[config.mk]
export PLATFORM = sky130hd
export DESIGN_NAME = h_pc
export DESIGN_NICKNAME = d
export VERILOG_FILES = /design/src/rtl/h_pc.sv
export SDC_FILE = /design/constraint.sdc
export NUM_CORES = 1
export LEC_CHECK = 0
export BUFFER_PORTS_ARGS = -buffer_cell sky130_fd_sc_hd__buf_4
export CAP_MARGIN = 30
export CORE_MARGIN = 4
export CORE_UTILIZATION = 40
export DETAILED_ROUTE_END_ITERATION = 8
export PLACE_DENSITY = 0.69
export RECOVER_POWER = 50
export SLEW_MARGIN = 20
export SYNTH_ARGS = -nofsm -noshare
export SYNTH_HDL_FRONTEND = slang
export SYNTH_SLANG_ARGS = --single-unit
[constraint.sdc]
create_clock -name clock -period 3.5 [get_ports clock]
set_input_delay 1.05 -clock clock [delete_from_list [all_inputs] [get_ports clock]]
set_output_delay 1.05 -clock clock [all_outputs]
set_load 0.02 [all_outputs]
[src/rtl/h_pc.sv]
// h_pc: Hack-style program counter with load/inc/hold, stall, wrap pulse and
// an optional LIFO return-address stack enabled by `define H_PC_RETURN_STACK_EN.
module h_pc #(
    parameter int unsigned WIDTH       = 16,
    parameter int unsigned STACK_DEPTH = 8
) (
    input  logic                         clock,
    input  logic                         reset,
    input  logic [WIDTH-1:0]             in,
    input  logic                         load,
    input  logic                         inc,
    input  logic                         stall,
    input  logic                         call,
    input  logic                         ret,
    output logic [WIDTH-1:0]             out,
    output logic                         wrap,
    output logic                         overflow,
    output logic                         underflow,
    output logic [$clog2(STACK_DEPTH):0] depth
);

    localparam int unsigned DW = $clog2(STACK_DEPTH) + 1;

    logic [WIDTH-1:0] pc_q, pc_d;
    logic             wrap_q, wrap_d;
    logic [WIDTH-1:0] pc_inc;

    assign pc_inc = pc_q + WIDTH'(1);

`ifdef H_PC_RETURN_STACK_EN
    localparam int unsigned PW = $clog2(STACK_DEPTH);

    logic [WIDTH-1:0] stack_q [STACK_DEPTH];
    logic [DW-1:0]    depth_q, depth_d;
    logic             ovf_q, ovf_d;
    logic             unf_q, unf_d;
    logic             push;
    logic [PW-1:0]    push_idx;
    logic [PW-1:0]    top_idx;
    logic             stack_full;
    logic             stack_empty;

    // Power-of-two depth lets the low occupancy bits address the entries directly.
    assign push_idx    = depth_q[PW-1:0];
    assign top_idx     = push_idx - PW'(1);
    assign stack_full  = (depth_q == DW'(STACK_DEPTH));
    assign stack_empty = (depth_q == '0);
`endif

    always_comb begin
        pc_d   = pc_q;
        wrap_d = 1'b0;
`ifdef H_PC_RETURN_STACK_EN
        depth_d = depth_q;
        ovf_d   = ovf_q;
        unf_d   = unf_q;
        push    = 1'b0;
`endif
        if (!stall) begin
            if (load) begin
                pc_d = in;
            end else if (inc) begin
                pc_d   = pc_inc;
                wrap_d = &pc_q;
            end
`ifdef H_PC_RETURN_STACK_EN
            // Later assignments override load/inc, giving call > ret > load > inc.
            if (call) begin
                pc_d   = in;
                wrap_d = 1'b0;
                if (stack_full) begin
                    ovf_d = 1'b1;
                end else begin
                    push    = 1'b1;
                    depth_d = depth_q + DW'(1);
                end
            end else if (ret) begin
                wrap_d = 1'b0;
                if (stack_empty) begin
                    pc_d  = pc_q;
                    unf_d = 1'b1;
                end else begin
                    pc_d    = stack_q[top_idx];
                    depth_d = depth_q - DW'(1);
                end
            end
`endif
        end
    end

    always_ff @(posedge clock) begin
        if (reset) begin
            pc_q   <= '0;
            wrap_q <= 1'b0;
        end else begin
            pc_q   <= pc_d;
            wrap_q <= wrap_d;
        end
    end

    assign out  = pc_q;
    assign wrap = wrap_q;

`ifdef H_PC_RETURN_STACK_EN
    always_ff @(posedge clock) begin
        if (reset) begin
            depth_q <= '0;
            ovf_q   <= 1'b0;
            unf_q   <= 1'b0;
        end else begin
            depth_q <= depth_d;
            ovf_q   <= ovf_d;
            unf_q   <= unf_d;
        end
    end

    always_ff @(posedge clock) begin
        if (!reset && push) begin
            stack_q[push_idx] <= pc_inc;
        end
    end

    assign overflow  = ovf_q;
    assign underflow = unf_q;
    assign depth     = depth_q;
`else
    logic unused_stack_ports;

    assign unused_stack_ports = ^{call, ret};
    assign overflow           = 1'b0;
    assign underflow          = 1'b0;
    assign depth              = '0;
`endif

endmodule

==> results.md <==
- Highest clock rate: 0.4244 GHz
- I/O Pins: 46
- Placeable Area: 2545 sq um
- Seq/Total Area, Yosys: 30.94%
- Hold Buf Count CTS: 0
- Via density: 5.847
- Critical path type: input pin to flip-flop
- Crit path largest cell delay: 520 ps
- H-tree level count: 1
- Status: finished, final reports clean
- Leading area contributor after synthesis: dfxtp_1
- Hold Crit Depth: 2
- WL final: 3068 um
- Critical path endpoint category: flip-flop
- First-pass GRT wire length: 4912 um
- Hold_sp: out[15]
- DRC errors left: 0
- Die Y: 60.44 um
- Post-Syn Area per Cell: 7.912 sq um
- Final setup vio count: 0
- Worst slack, placed: 825.5 ps
- I/O Buffers: 37
- Nets: 197
- Crit path arrival time: 2540 ps
- Number of global-route vias before repair: 1088
- Crit-path slowest cell: or4_4
- FF-to-FF Start: out[0]
- Gate Count Post-Synth: 139
- Clock-pin transition on the worst setup and hold timing paths: 110 ps
- Reg2reg setup slack: 1820 ps
- DRT iter0 DRCs: 68
- Most used cell, CP: buf_4
- Post-synth ARST share: 0%
- Final number of max-transition violations: 0
- Initial antenna violation count: 0
- Total Negative Setup Slacks: 0 ps
- Post-CTS sizing: 0
- Netlist cell types: 42
- Area growth, synth to finish: 23.32%
- Reg2reg end: out[12]
- Req. time, crit path: 3690 ps
- WHS Endpoint: wrap
- Setup bufs post-CTS: 0
- Hold crit path type: flip-flop to flip-flop
- CTS sink cnt: 17
- Area share of the largest cell type after synthesis: 30.94%
- Gp weighted congestion: 0.7899
- P_leak: 0.5122 nW
- Pin count of the biggest net entering global routing: 31
- Die ar.: 3652 sq um
- DP Area: 1363 sq um
- Num rows: 18
- Layout cells sized above 1: 23.26%
- Clock Skews: 0.9606 ps
- Hold Fails Final Rpt: 0
- Initial core utilization: 43.22%
- Top_reg_cell synth: dfxtp_1
- Wire per inst: 15.19 um
- Maximum vdd ir drop: 0.2187 mV
- Critical Path Source Type: input pin
- CP max FO: 30
- Worst-path cell chain: buf_4 -> o21bai_1 -> buf_4 -> or4_4 -> nand3_1 -> o311ai_2
- Final min period: 2356 ps
- Fin crit share: 67.32%
- Die width: 60.44 um
- Initial DRT Pass Iterations: 4
- GRT Total Usage: 17.87%
- TritonCTS clock tree: built
- Root buf cell: clkbuf_4
- Hpwl dp: 2263 um
- Flip-flop and latch count after synthesis: 17
- Yosys warns: 0
- CTS buffer count: 3
- Post-DRT Antenna Nets: 0
- Register-to-Register Path Depth: 5
- Synthesized area: 1100 sq um
- RSZ-0062 raised after global routing: no
- Total of max-cap violations: 0
- Diodes inserted: 0
- PD cells: 319.7 nW/um^2
- Worst-Skew Late Latency: 300 ps
- Synth top area cells: dfxtp_1 31%, nand2_1 5.1%, mux2i_1 4.6%
- Total number of vias: 1181
- Clock Path Buffers: 2
- GRT Residual Overflow: 0
- Number of flops mapped to enable cells by yosys: 0
- Setup WS post-layout: 1144 ps
- Finished Cell Area: 1356 sq um
-- worst max-delay path, delay by kind of cell --
kind	cells	cell delay, ps
buf+inv	2	510
compound gates	2	350
simple gates	2	630
-- logic make-up (layout without fill, tap and decap cells) --
family / Yosys count / count (layout) / share of synthesized area [%]
AOI/OAI and AO/OA: 38 / 38 / 25.26
adders and majority gates: 1 / 1 / 1.137
buffers and inverters: 17 / 45 / 8.190
DFF: 17 / 17 / 30.94
muxes: 6 / 6 / 5.575
other: 1 / 6 / 0.3410
and+or+nand+nor: 59 / 59 / 28.55
-- synthesized netlist by cell type (3+ instances only) --
cell,number
buf_4,6
o22ai_1,4
mux2i_1,5
nor2_1,11
nor3_1,4
buf_2,3
o31ai_1,3
nor4_1,5
a22oi_1,4
a31oi_1,3
o21ai_0,3
dfxtp_1,17
nand3_1,7
inv_1,3
clkbuf_1,4
nand2_1,15
a21oi_1,7
nand4_1,4
-- layout make-up --
type / instances / area (sq um)
fillers: 250 / 1189
clock inverters: 1 / 5.005
clock buffers: 3 / 22.52
multi-input cells: 110 / 688.2
well taps: 30 / 37.54
inverters: 3 / 11.26
repair buffers: 38 / 251.5
flip-flops and latches: 17 / 340.3
-- per-layer routing --
metal  up-vias  global-route usage, %  routed length [um]
met5         -                      0                   0
met4         0                  6.811                  44
met3         4                  4.894                 204
met2        43                  29.32                1534
met1       553                  22.37                1284
li1        581                      -                   -
-- where the power goes --
part	total, W	internal, W	switching (W)	leakage (nW)
logic	0.0000997	0.0000426	0.0000571	0.355
clock network	0.000112	0.0000426	0.0000693	0.0177
registers	0.000222	0.000204	0.0000178	0.139
-- registers in the layout, summed over array words and instances, names as in the netlist --
signal,count
out,16
wrap,1
-- worst max path at each step --
stage / from / end / slack, ps / cells past startpoint
after floorplan: stall / out[9] / 1390 / 4
after global placement: load / out[7] / 610 / 4
after detailed placement: load / out[9] / 830 / 6
after CTS: load / out[9] / 1150 / 6
after global routing: load / out[9] / 1030 / 6
final: load / out[9] / 1140 / 6
-- placed cells by master, fill, tap and decap left out, drive strengths merged, types with 3 or more instances in the layout --
| master | Yosys | routed |
|---|---|---|
| nand4 | 5 | 5 |
| a31oi | 3 | 3 |
| nor2 | 11 | 11 |
| dfxtp | 17 | 17 |
| nor3 | 4 | 4 |
| o21ai | 3 | 3 |
| a21oi | 7 | 7 |
| o22ai | 4 | 4 |
| conb | 1 | 6 |
| inv | 3 | 3 |
| mux2i | 5 | 5 |
| buf | 10 | 29 |
| nand2 | 15 | 15 |
| clkbuf | 4 | 12 |
| o31ai | 3 | 3 |
| a22oi | 4 | 4 |
| nand3 | 7 | 7 |
| nor4 | 5 | 5 |
-- per-stage QoR --
step                power [W]  hold slack, ps  utilization (%)  cells
finish              0.0004336           529.8            53.29    202
CTS                 0.0004411           533.7            54.62    202
detailed placement  0.0003301           514.3            53.54    198
floorplan           0.0002890           559.2                -    144
global placement    0.0003268           506.3            53.24    197
global route        0.0004571           566.9            53.29    202
(Power assumes the default switching activity.)
